--- src/rtl/dr_load_sequencer.sv ---
// Sequences 1-4 byte loads from a synchronous-read byte memory into the 32-bit DataRegister.
// Optional one-entry request buffer with QFull output: define DRSEQ_QUEUE_EN.
module dr_load_sequencer #(
  parameter int ADDR_WIDTH = 16
) (
  input  logic                  Clock,
  input  logic                  Reset,
  input  logic                  Start,
  input  logic [ADDR_WIDTH-1:0] Address,
  input  logic [1:0]            ByteCount,
  input  logic                  SignExt,
  input  logic                  LittleEnd,
  output logic [ADDR_WIDTH-1:0] MemAddr,
  output logic                  MemRead,
  output logic                  DR_E,
  output logic [1:0]            DR_FunSel,
  output logic                  Busy,
`ifdef DRSEQ_QUEUE_EN
  output logic                  QFull,
`endif
  output logic                  Done
);

  typedef enum logic [1:0] {S_IDLE, S_ISSUE, S_DRAIN, S_DONE} state_e;

  localparam logic [ADDR_WIDTH-1:0] ADDR_ONE = {{(ADDR_WIDTH-1){1'b0}}, 1'b1};

  state_e                state_q, state_d;
  logic [ADDR_WIDTH-1:0] mem_addr_q;
  logic [1:0]            rem_q;
  logic                  le_q, sign_q;
  logic                  first_issue_q, wr_first_q;
  logic [1:0]            funsel_q;
  logic                  done_q;

  logic                  launch, from_buf;
  logic [ADDR_WIDTH-1:0] l_addr;
  logic [1:0]            l_cnt;
  logic                  l_sign, l_le;

`ifdef DRSEQ_QUEUE_EN
  logic                  buf_valid_q;
  logic [ADDR_WIDTH-1:0] buf_addr_q;
  logic [1:0]            buf_cnt_q;
  logic                  buf_sign_q, buf_le_q;
`endif

  // NOTE: every signal assigned in always_comb gets a default first, so no latch can be inferred.
  always_comb begin
    from_buf = 1'b0;
    launch   = Start && (state_q == S_IDLE || state_q == S_DONE);
    l_addr   = Address;
    l_cnt    = ByteCount;
    l_sign   = SignExt;
    l_le     = LittleEnd;
`ifdef DRSEQ_QUEUE_EN
    // A buffered request, or a fresh Start, chains straight out of DRAIN with no gap.
    if (state_q == S_DRAIN) begin
      from_buf = buf_valid_q;
      launch   = buf_valid_q || Start;
    end
    if (from_buf) begin
      l_addr = buf_addr_q;
      l_cnt  = buf_cnt_q;
      l_sign = buf_sign_q;
      l_le   = buf_le_q;
    end
`endif
  end

  // NOTE: sequential state uses non-blocking assignments and clears asynchronously on Reset low.
  always_ff @(posedge Clock or negedge Reset) begin
    if (!Reset) state_q <= S_IDLE;
    else        state_q <= state_d;
  end

  always_comb begin
    state_d = state_q;
    unique case (state_q)
      S_IDLE:  if (launch) state_d = S_ISSUE;
      S_ISSUE: if (rem_q == 2'd0) state_d = S_DRAIN;
      S_DRAIN: state_d = launch ? S_ISSUE : S_DONE;
      S_DONE:  state_d = launch ? S_ISSUE : S_IDLE;
      default: state_d = S_IDLE;
    endcase
  end

  always_comb begin
    MemAddr   = mem_addr_q;
    MemRead   = (state_q == S_ISSUE);
    DR_E      = (state_q == S_ISSUE && !first_issue_q) || (state_q == S_DRAIN);
    Busy      = (state_q == S_ISSUE) || (state_q == S_DRAIN);
    Done      = done_q;
    DR_FunSel = funsel_q;
    // The first byte carries the extension; later bytes shift in underneath it.
    if (DR_E) DR_FunSel = wr_first_q ? {1'b0, ~sign_q} : 2'b10;
`ifdef DRSEQ_QUEUE_EN
    Busy      = Busy || buf_valid_q;
    QFull     = buf_valid_q;
`endif
  end

  always_ff @(posedge Clock or negedge Reset) begin
    if (!Reset) begin
      mem_addr_q    <= '0;
      rem_q         <= 2'd0;
      le_q          <= 1'b0;
      sign_q        <= 1'b0;
      first_issue_q <= 1'b0;
      wr_first_q    <= 1'b0;
      funsel_q      <= 2'b00;
      done_q        <= 1'b0;
    end else begin
      funsel_q   <= DR_FunSel;
      done_q     <= (state_q == S_DRAIN);
      wr_first_q <= (state_q == S_ISSUE) && first_issue_q;
      if (launch) begin
        // Little-endian fetches the most significant (highest-addressed) byte first.
        mem_addr_q    <= l_le ? l_addr + ADDR_WIDTH'(l_cnt) : l_addr;
        rem_q         <= l_cnt;
        le_q          <= l_le;
        sign_q        <= l_sign;
        first_issue_q <= 1'b1;
      end else if (state_q == S_ISSUE) begin
        first_issue_q <= 1'b0;
        if (rem_q != 2'd0) begin
          rem_q      <= rem_q - 2'd1;
          mem_addr_q <= le_q ? mem_addr_q - ADDR_ONE : mem_addr_q + ADDR_ONE;
        end
      end
    end
  end

`ifdef DRSEQ_QUEUE_EN
  always_ff @(posedge Clock or negedge Reset) begin
    if (!Reset) begin
      buf_valid_q <= 1'b0;
      buf_addr_q  <= '0;
      buf_cnt_q   <= 2'd0;
      buf_sign_q  <= 1'b0;
      buf_le_q    <= 1'b0;
    end else if (state_q == S_ISSUE && Start && !buf_valid_q) begin
      buf_valid_q <= 1'b1;
      buf_addr_q  <= Address;
      buf_cnt_q   <= ByteCount;
      buf_sign_q  <= SignExt;
      buf_le_q    <= LittleEnd;
    end else if (from_buf) begin
      buf_valid_q <= 1'b0;
    end
  end
`endif

endmodule
--- config.mk ---
export PLATFORM = sky130hd
export DESIGN_NAME = dr_load_sequencer
export DESIGN_NICKNAME = d
export VERILOG_FILES = /design/src/rtl/dr_load_sequencer.sv
export SDC_FILE = /design/constraint.sdc
export NUM_CORES = 1
export LEC_CHECK = 0
export CORE_ASPECT_RATIO = 0.7
export CORE_MARGIN = 5
export CORE_UTILIZATION = 48
export DETAILED_ROUTE_END_ITERATION = 8
export MAX_ROUTING_LAYER = met4
export PLACE_DENSITY_LB_ADDON = 0.15
export SETUP_SLACK_MARGIN = 0.02
export SYNTH_ARGS = -nofsm -noshare
export SYNTH_HDL_FRONTEND = slang
export SYNTH_SLANG_ARGS = --single-unit
--- constraint.sdc ---
create_clock -name Clock -period 2.1 [get_ports Clock]
set_input_delay 0.315 -clock Clock [delete_from_list [all_inputs] [get_ports Clock]]
set_output_delay 0.315 -clock Clock [all_outputs]
set_load 0.03 [all_outputs]
### Yosys cells after proc, flatten, opt, wreduce, memory -nomap -nowiden

Cells that the tools add are included.

| storage, ports and cells | value |
|---|---|
| logic and storage cells | 50 |
| memory bits (read-only) | 0 |
| bits in latches | 0 |
| memories | 0 |
| output and inout bits | 22 |
| bits in registers | 27 |
| memory bits (writable) | 0 |
| input bits | 23 |

| cells by class | value |
|---|---|
| shift-type cells | 0 |
| divide/modulo/power cells | 0 |
| bitwise logic cells | 1 |
| $add $sub $neg | 4 |
| equality and inequality tests | 5 |
| $lt $le $gt $ge | 0 |
| $mul | 0 |
| mux-type cells | 17 |
| reductions and logical operators | 14 |

Operators by type and width:

| cell | count |
|---|---|
| two-way mux 16 bit | 5 |
| adder 16 x 1 -> 16 bit (second input constant) | 1 |
| adder 16 x 2 -> 16 bit | 1 |
| two-way mux 2 bit | 8 |
| subtractor 16 x 1 -> 16 bit (second input constant) | 1 |
| case mux 2 bit (4 select lines) | 1 |
| nonzero test 2 bit | 3 |
| == test 2 bit (second input constant) | 2 |
| zero test 2 bit | 2 |
| AND reduction 2 bit | 2 |
| logical AND 1 bit | 3 |
| logical OR 1 bit | 3 |
| two-way mux 1 bit | 3 |
| == test 2 x 1 -> 1 bit (second input constant) | 1 |
| != test 2 x 1 -> 1 bit (second input constant) | 1 |
| != test 2 bit (second input constant) | 1 |
| subtractor 2 x 1 -> 2 bit (second input constant) | 1 |
| zero test 1 bit | 1 |
| NOT 1 bit | 1 |

### Logic depth before layout (Yosys ltp)

Gate-level depths: netlist (run 1).

| logic depth | value |
|---|---|
| depth in word-level cells | 5 |
| mapped depth | 9 |
| mapped depth without buffers | 9 |

### Worst setup path before layout (run 1)

OpenSTA, ideal clock, no wires.

| path | value |
|---|---|
| path type | reg-to-reg |
| start | register le_q |
| end | register mem_addr_q[15], in the netlist MemAddr[15] |
| period minus slack after synthesis | 2.276 ns |
| buffers on the path | 0 |
| required time | 1.980 ns |
| cell stages (with the launch flop) | 8 |
| setup slack | -0.176 ns |
| data arrival time | 2.156 ns |
| library setup time | 0.120 ns |
| cell sequence | dfrtp_1 > ha_1 > o21ai_0 > a21oi_1 > a31oi_1 > o221ai_1 > o31a_1 > and4_1 |

| on the way | value |
|---|---|
| cells in the longest elaborated chain, start to end | 4 |

RTL lines:

| what | line | source |
|---|---|---|
| start: declaration | 31 | `logic le_q, sign_q;` |
| start signal: assignment | 121 | `le_q <= l_le;` |
| two-way mux 16 bit | 128 | `mem_addr_q <= le_q ? mem_addr_q - ADDR_ONE : mem_addr_q + ADDR_ONE;` |
| two-way mux 16 bit | 126 | `if (rem_q != 2'd0) begin` |
| two-way mux 16 bit | 124 | `end else if (state_q == S_ISSUE) begin` |
| two-way mux 16 bit | 117 | `if (launch) begin` |
| end signal: assignment | 119 | `mem_addr_q <= l_le ? l_addr + ADDR_WIDTH'(l_cnt) : l_addr;` |
| end signal: assignment | 128 |  |
| end: declaration | 29 | `logic [ADDR_WIDTH-1:0] mem_addr_q;` |

Every way passes these cells. The select of a mux whose other input is x is not followed.
A chain may end at the register's enable or synchronous reset.

### Final worst setup path (run 1)

| path | value |
|---|---|
| start | register le_q |
| end | register mem_addr_q[8], in the netlist MemAddr[8] |

Same word-level chain as after synthesis.

==> results.yml, run 1 <==
status:
  status: "finished with violations"
  violations: "setup timing"
clock_network:
  cts_root_buf: "clkbuf_8"
  cts_buffers: 3
  h-tree-depth: 1
  cts_buffer_depth: 2
  insertion_delay_ns: 0.28
  holdBufCountCts: 0
  clkTransAtPathRegs_ns: 0.10
  cts_sinks: 27
  cts_tree: "yes"
placed_design:
  hpwl_um: 5250
  gp_congestion: 0.996
  dpl.cell_count: 448
  port_buffers: 44
  postPlaceCellArea_um2: 3280
yosys:
  synth-async-reset-ratio_pct: 100
  yosysMostFrequentCell: "nand2_1"
  synth_edf_count: 0
  synth_cell_types: 47
  yosysSeqAreaShare_pct: 28.9
  yosys_warnings: 0
  syn_inst: 287
  avgSynthCellArea_um2: 8.15
  synth_top_area_share_pct: 28.9
  synth_top_cell_by_area: "dfrtp_1"
  synth.area.top_cells: "dfrtp_1 (29%), ha_1 (12%), nand2_1 (6.6%)"
  ys.flop_type: "dfrtp_1"
  netlist_top_cells_count: "nand2_1 (41), a21oi_1 (28), dfrtp_1 (27), nor2_1 (25), ha_1 (22)"
  synth.net_count: 334
  ys_ff_latch: 27
  syn_area_um2: 2340
critical_path:
  crit_end: "MemAddr[8]$_DFFE_PN0P_"
  path_max_fanout: 7
  timing.rr.end: "MemAddr[8]$_DFFE_PN0P_"
  critPathKind: "register to register"
  critPathLaunchType: "register"
  critical_path_arrival_ns: 2.41
  startpoint: "le_q$_DFFE_PN0N_"
  r2r_setup_slack_ns: -0.13
  crit_required_ns: 2.28
  r2r_cells: 8
  critPathCaptureType: "register"
  r2r_start: "le_q$_DFFE_PN0N_"
global_routing:
  gr-usage-all-layers_pct: 23.8
  grt_max_degree: 28
  grt_pass1_vias: 2451
  grt_pass1_wl_um: 11600
  antenna_found_initial: 0
  grt-ovfl-total: 0
layout:
  fin_area_um2: 3810
  nets: 439
  diodes: 0
  fin_cells: 460
  syn2layout_area_growth_pct: 62.8
  drive_gt1_share_pct: 36.8
route:
  ant_nets: 0
  post_drt_wl_per_cell_um: 16.2
  routed_wl_um: 7450
  drt_iter0_drc: 174
  dr.pass1.iters: 5
  via_count: 2517
  routed_via_density: 5.47
  drcViolationCount: 0
job:
  drv_cap: 0
floorplan:
  die_w_um: 93.4
  start_util_pct: 49.2
  die_area_um2: 6390
  core_um2: 4760
  fp.dieH_um: 68.4
  ios: 45
  std_cell_rows: 21
worst_hold_path:
  hold_path.class: "input pin to register"
  worstHoldPathCells: 3
timing:
  rsz0062_at_grt: "yes"
  worst_slack_ns: -0.130
  setup_viol_count_final: 6
  fin_crit_sh_pct: 106
  clock.fmax_ghz: 0.449
  fin_skew_ns: 0.00869
  slew_headroom_pct: 74.4
  hold_viol_final: 0
  finalMaxSlewViolations: 0
  worst_slew_pin_slew_ns: 0.382
  min_period_ns: 2.23
-- through the flow --
stage / hold WS (ns) / utilization (%) / setup slack [ns] / setup TNS [ns]
6_report: 0.266 / 80.1 / -0.130 / -0.482
5_1_grt: 0.285 / 80.1 / -0.185 / -1.24
4_1_cts: 0.375 / 74.3 / -0.0609 / -0.111
3_5_place_dp: 0.461 / 68.9 / -0.568 / -2.56
3_3_place_gp: 0.452 / 68.9 / -0.513 / -2.21
2_1_floorplan: 0.0194 / - / -0.0452 / -0.0645
-- flip-flops by register name, indices dropped and copies added (netlist names) --
register / count
Done: 1
MemAddr: 16
first_issue_q: 1
funsel_q: 2
le_q: 1
rem_q: 2
sign_q: 1
state_q: 2
wr_first_q: 1
-- placed cells by master (no fill, tap or decap), types with 4 or more instances in the layout --
master and count:
a21oi_1 15, a21oi_2 10, buf_4 57, buf_6 9, clkdlybuf4s50_1 35, dfrtp_1 25
dlygate4sd2_1 5, ha_1 8, ha_4 11, inv_1 11, nand2_1 41, nand3_1 8
nand3_2 6, nor2_1 23, o21ai_0 9, o21ai_1 4, o21ai_2 4, xnor2_1 14
xor2_1 9
-- critical path, stage by stage, from the launching register on --
cell,delay (ns)
dfrtp_2,0.55
buf_6,0.17
fa_2,0.35
a21oi_2,0.17
o211a_1,0.20
or2_4,0.15
a21oi_2,0.06
xor2_1,0.16
a221o_1,0.32
-- worst min-delay path by stage --
stage,start,to
final,ByteCount[0],rem_q[0]$_DFFE_PN0P_
after global routing,ByteCount[0],rem_q[0]$_DFFE_PN0P_
after CTS,ByteCount[0],rem_q[0]$_DFFE_PN0P_
after detailed placement,sign_q$_DFFE_PN0N_,sign_q$_DFFE_PN0N_
after global placement,sign_q$_DFFE_PN0N_,sign_q$_DFFE_PN0N_
after floorplan,Reset,Done$_DFF_PN0_
-- metal layers --
metal | up-vias | track usage (%) | share of wire, %
li1 | 1232 | - | -
met1 | 1213 | 31.0 | 43
met2 | 63 | 40.1 | 50
met3 | 9 | 3.85 | 6.2
met4 | 0 | 4.20 | 1.0
met5 | - | - | 0
-- final cells by class --
cell class / count / area (um^2)
fill: 325 / 948
clock buffer: 3 / 41.3
inverter: 13 / 48.8
clock inverter: 1 / 5.00
sequential: 27 / 678
timing repair buffer: 110 / 968
multi-input combinational: 237 / 1980
tap: 69 / 86.3
-- timing repair --
action	in CTS	in global routing
setup buffers	3	5
setup endpoints to repair	12	12
gates resized for setup	49	47
cloned	0	0
pin swaps	10	24
-- cell families after synthesis --
logic type | share of synthesized area [%]
and+or+nand+nor | 21.6
AOI/OAI and AO/OA | 21.3
DFF | 28.9
xor gates and xnor gates | 9.36
adders and majority gates | 13.5
buffers and inverters | 4.07
muxes | 1.28
Power of run 1 is not shown: default switching activity piles up to over one toggle a cycle in this logic, so the estimate is an artifact.
==> run 2: changes to the inputs <==
--- a/config.mk
+++ b/config.mk
@@ -5,12 +5,13 @@
 export SDC_FILE = /design/constraint.sdc
 export NUM_CORES = 1
 export LEC_CHECK = 0
+export ABC_CLOCK_PERIOD_IN_PS = 2100
 export CORE_ASPECT_RATIO = 0.7
 export CORE_MARGIN = 5
 export CORE_UTILIZATION = 48
 export DETAILED_ROUTE_END_ITERATION = 8
 export MAX_ROUTING_LAYER = met4
-export PLACE_DENSITY_LB_ADDON = 0.15
+export PLACE_DENSITY = 0.79
 export SETUP_SLACK_MARGIN = 0.02
 export SYNTH_ARGS = -nofsm -noshare
 export SYNTH_HDL_FRONTEND = slang
==> run 2 against run 1 <==
The flow still finishes with violations (setup timing). Maximum frequency up 3.2%. Cell area fell by 3.2%. Wire length rose by 1.0%. Cell count increased by 0.43%. Non-clock buffer count is 2 higher. First-iteration DRC count grew 11%. Sequential share of layout area increased by 0.59 points. Highest routed layer unchanged.
==> results.yml, run 2 (same netlist as run 1, synthesis figures left out) <==
global_routing:
  gr-usage-all-layers_pct: 26.0
  grt_pass1_vias: 2600
  antenna_found_initial: 0
  grt_max_degree: 28
  grt_pass1_wl_um: 12600
  grt-ovfl-total: 0
clock_network:
  holdBufCountCts: 0
  cts_root_buf: "clkbuf_8"
  cts_tree: "yes"
  cts_sinks: 27
  cts_buffer_depth: 2
  insertion_delay_ns: 0.28
  h-tree-depth: 1
  cts_buffers: 3
  clkTransAtPathRegs_ns: 0.10
route:
  post_drt_wl_per_cell_um: 16.3
  dr.pass1.iters: 4
  via_count: 2569
  routed_via_density: 5.56
  drt_iter0_drc: 194
  drcViolationCount: 0
  routed_wl_um: 7520
  ant_nets: 0
floorplan:
  start_util_pct: 49.2
  die_area_um2: 6390
  core_um2: 4760
  ios: 45
  std_cell_rows: 21
  fp.dieH_um: 68.4
  die_w_um: 93.4
timing:
  fin_crit_sh_pct: 103
  min_period_ns: 2.16
  rsz0062_at_grt: "yes"
  setup_viol_count_final: 6
  fin_skew_ns: 0.00208
  worst_slew_pin_slew_ns: 0.388
  hold_viol_final: 0
  clock.fmax_ghz: 0.463
  slew_headroom_pct: 74.1
  finalMaxSlewViolations: 0
  worst_slack_ns: -0.0596
layout:
  largest_register_ffs: 16
  nets: 441
  drive_gt1_share_pct: 33.8
  syn2layout_area_growth_pct: 57.6
  final_cell_mix: "buf_4 (66), nand2_1 (40), clkdlybuf4s50_1 (35)"
  seqCellArea_um2: 678
  layout_commonest_cell: "buf_4"
  n_fill_cell: 302
  diodes: 0
  multiInputGateArea_um2: 1880
critical_path:
  crit_required_ns: 2.27
  critPathLaunchType: "register"
  startpoint: "le_q$_DFFE_PN0N_"
  critical_path_arrival_ns: 2.33
  path_max_fanout: 7
  critPathCaptureType: "register"
  critPathKind: "register to register"
  r2r_start: "le_q$_DFFE_PN0N_"
job:
  drv_cap: 0
status:
  status: "finished with violations"
  violations: "setup timing"
placed_design:
  hpwl_um: 5550
  port_buffers: 44
  gp_congestion: 0.924
  pre_cts_slack_ns: -0.595
worst_hold_path:
  min_from: "ByteCount[0]"
  hold_path.class: "input pin to register"
-- run 2: critical path, cell delays in order, from the launching register on --
cell and delay, ns:
dfrtp_2 0.51, buf_4 0.17, fa_2 0.35, a21oi_2 0.18, o211a_1 0.19, or2_4 0.13, a21oi_2 0.05, xor2_1 0.15
a221o_1 0.32
-- run 2: timing repair --
action	in CTS	in global routing
pin swaps	20	17
buffers inserted	3	6
gates resized for setup	60	15
setup endpoints to repair	14	15
endpoints found under the hold margin	0	0
-- run 2: final cells by class --
cell class / count / area share (%)
Multi-Input combinational cell: 237 / 51.1
Timing Repair Buffer: 112 / 25.6
Sequential cell: 27 / 18.4
Tap cell: 69 / 2.34
Inverter: 13 / 1.32
Clock buffer: 4 / 1.22
-- run 2: routing by layer --
| metal | vias to the layer above | global-route usage [%] | share of wire, % |
|---|---|---|---|
| li1 | 1234 | - | - |
| met1 | 1203 | 33.4 | 46 |
| met2 | 112 | 42.6 | 46 |
| met3 | 20 | 4.95 | 6.0 |
| met4 | 0 | 6.58 | 1.7 |
| met5 | - | - | 0 |
-- run 2: worst paths after layout --
path / cells past startpoint / slack (ns) / end
max: 8 / -0.06 / MemAddr[8]$_DFFE_PN0P_
max in group asynchronous: 2 / 1.40 / le_q$_DFFE_PN0N_
max reg2reg: 8 / -0.06 / MemAddr[8]$_DFFE_PN0P_
min: 3 / 0.28 / rem_q[0]$_DFFE_PN0P_
min in group asynchronous: 2 / 0.40 / MemAddr[15]$_DFFE_PN0P_
min reg2reg: 1 / 0.49 / funsel_q[1]$_DFF_PN0_
-- run 2: through the flow --
stage / util, % / instance area (um^2) / setup TNS (ns) / cells / hold slack [ns]
global route: 77.5 / 3690 / -0.781 / 462 / 0.312
CTS: 75.7 / 3600 / -0.0719 / 456 / 0.394
detailed placement: 69.1 / 3280 / -2.89 / 449 / 0.458
global placement: 69.1 / 3280 / -2.21 / 449 / 0.463
finish: 77.5 / 3690 / -0.135 / 462 / 0.285
floorplan: - / 2360 / -0.0645 / 287 / 0.0194
Power of run 2 is left out for the same reason.
==> run 3: changes to the inputs <==
--- a/config.mk
+++ b/config.mk
@@ -7,12 +7,13 @@
 export LEC_CHECK = 0
 export ABC_CLOCK_PERIOD_IN_PS = 2100
 export CORE_ASPECT_RATIO = 0.7
-export CORE_MARGIN = 5
 export CORE_UTILIZATION = 48
 export DETAILED_ROUTE_END_ITERATION = 8
+export GPL_ROUTABILITY_DRIVEN = 1
 export MAX_ROUTING_LAYER = met4
 export PLACE_DENSITY = 0.79
 export SETUP_SLACK_MARGIN = 0.02
+export SLEW_MARGIN = 20
 export SYNTH_ARGS = -nofsm -noshare
 export SYNTH_HDL_FRONTEND = slang
 export SYNTH_SLANG_ARGS = --single-unit
==> run 3 against run 2 <==
The run still ends with setup timing left. Non-clock buffer count decreased by 3. Setup slack got worse by 0.12 ns. Critical path type unchanged. Maximum frequency decreased by 5.2%. Sequential cell count unchanged. Worst hold slack improved by 0.089 ns. Largest cell class unchanged. Utilization increased by 2.3 points. Via count increased by 0.23%. Register-to-register slack got worse by 0.12 ns.
==> results.yml, run 3 (same netlist as run 1, synthesis figures left out) <==
floorplan:
  core_um2: 4500
  fp.dieH_um: 60.4
  die_w_um: 85.4
  ios: 45
  start_util_pct: 51.9
  die_area_um2: 5160
  std_cell_rows: 20
worst_hold_path:
  min_from: "ByteCount[0]"
  hold_path.class: "input pin to register"
  worstHoldPathCells: 3
route:
  routed_via_density: 5.79
  dr.pass1.iters: 5
  ant_nets: 0
  routed_wl_um: 7430
  post_drt_wl_per_cell_um: 16.7
  drcViolationCount: 0
  drt_iter0_drc: 162
  via_count: 2575
critical_path:
  cpMaxStageDelayCell: "dfrtp_2"
  critPathKind: "register to register"
  slowest_delay_ns: 0.52
  critPathCaptureType: "register"
  r2r_start: "le_q$_DFFE_PN0N_"
  critPathLaunchType: "register"
  crit_required_ns: 2.27
  r2r_cells: 9
  crit_chain: "buf_6 -> ha_4 -> o211ai_1 -> o211ai_1 -> buf_4 -> a31oi_4 -> o221ai_2 -> o31a_1 -> and4_1"
  critical_path_arrival_ns: 2.45
  startpoint: "le_q$_DFFE_PN0N_"
  path_max_fanout: 8
  cp_common_cell: "o211ai_1"
layout:
  final_cell_mix: "buf_4 (62), nand2_1 (40), clkdlybuf4s50_1 (35)"
  utilization_pct: 79.8
  nets: 438
  syn2layout_area_growth_pct: 53.8
  layout_commonest_cell: "buf_4"
  multiInputGateArea_um2: 1820
  seqCellArea_um2: 678
  n_fill_cell: 280
  diodes: 0
  largest_register_ffs: 16
  drive_gt1_share_pct: 31.5
timing:
  finalMaxSlewViolations: 0
  fin_skew_ns: 0.00152
  fin_crit_sh_pct: 108
  worst_slew_pin_slew_ns: 0.442
  worst_slack_ns: -0.177
  hold_viol_final: 0
  slew_headroom_pct: 70.4
  rsz0062_at_grt: "yes"
  setup_viol_count_final: 9
  min_period_ns: 2.28
  clock.fmax_ghz: 0.439
clock_network:
  cts_tree: "yes"
  insertion_delay_ns: 0.28
  cts_root_buf: "clkbuf_8"
  cts_sinks: 27
  h-tree-depth: 1
  cts_buffer_depth: 2
  cts_buffers: 3
  clkTransAtPathRegs_ns: 0.10
global_routing:
  gr-usage-all-layers_pct: 30.3
  grt_max_degree: 28
  grt_pass1_vias: 2479
  antenna_found_initial: 0
  grt-ovfl-total: 0
  grt_pass1_wl_um: 11700
status:
  status: "finished with violations"
  violations: "setup timing"
job:
  drv_cap: 0
placed_design:
  gp_congestion: 0.889
  port_buffers: 44
  hpwl_um: 5330
==> run 3: cell count changes in the layout (fill, tap and decap cells not counted), moves of 2 or more <==
cell / previous run / this run
ha_1: 10 / 15
ha_4: 8 / 4
a21oi_4: 3 / 1
buf_4: 66 / 62
==> run 3: final timing paths <==
check                                     endpoint  slack, ns
max in group asynchronous   MemAddr[0]$_DFFE_PN0P_       1.40
min in group asynchronous  MemAddr[15]$_DFFE_PN0P_       0.40
min reg2reg                     sign_q$_DFFE_PN0N_       0.48
max                        MemAddr[15]$_DFFE_PN0P_      -0.18
max reg2reg                MemAddr[15]$_DFFE_PN0P_      -0.18
min                           rem_q[0]$_DFFE_PN0P_       0.37
==> run 3: timing repair <==
action,CTS,global route
resized for setup,38,28
setup buffers,4,3
hold buffers,0,0
setup endpoints to repair,14,15
pin swaps,12,24
==> run 3: final cells by class <==
| type | count | area share (%) |
|---|---|---|
| Clock inverter | 1 | 0.139 |
| Clock buffer | 3 | 1.15 |
| Inverter | 13 | 1.36 |
| Tap cell | 55 | 1.91 |
| Sequential cell | 27 | 18.9 |
| Multi-Input combinational cell | 237 | 50.6 |
| Timing Repair Buffer | 109 | 26.0 |
==> run 3: critical path: cells and delay by family, from the launching register on <==
family,cells,cell delay [ns]
compound gates,5,0.87
fa+ha+maj,1,0.24
buf+inv,2,0.34
flops,1,0.52
simple gates,1,0.20
==> run 3: metrics by stage <==
step	hold WS [ns]	cells	TNS, ns	setup slack (ns)	instance area [um^2]
3_3_place_gp	0.458	434	-2.03	-0.495	3260
4_1_cts	0.407	442	-0.269	-0.0984	3450
2_1_floorplan	0.0194	287	-0.0645	-0.0452	2360
6_report	0.373	445	-0.834	-0.177	3600
3_5_place_dp	0.461	434	-2.81	-0.613	3260
5_1_grt	0.415	445	-1.46	-0.244	3600
==> run 3: routing by layer <==
| metal | routed length (um) | part of all wire (%) | vias to the layer above | global-route usage (%) |
|---|---|---|---|---|
| li1 | - | - | 1230 | - |
| met2 | 3450 | 46 | 108 | 51.0 |
| met3 | 469 | 6.3 | 12 | 5.44 |
| met5 | 0 | 0 | - | - |
| met1 | 3440 | 46 | 1225 | 38.9 |
| met4 | 68 | 0.92 | 0 | 6.19 |
Power of run 3 is left out for the same reason.
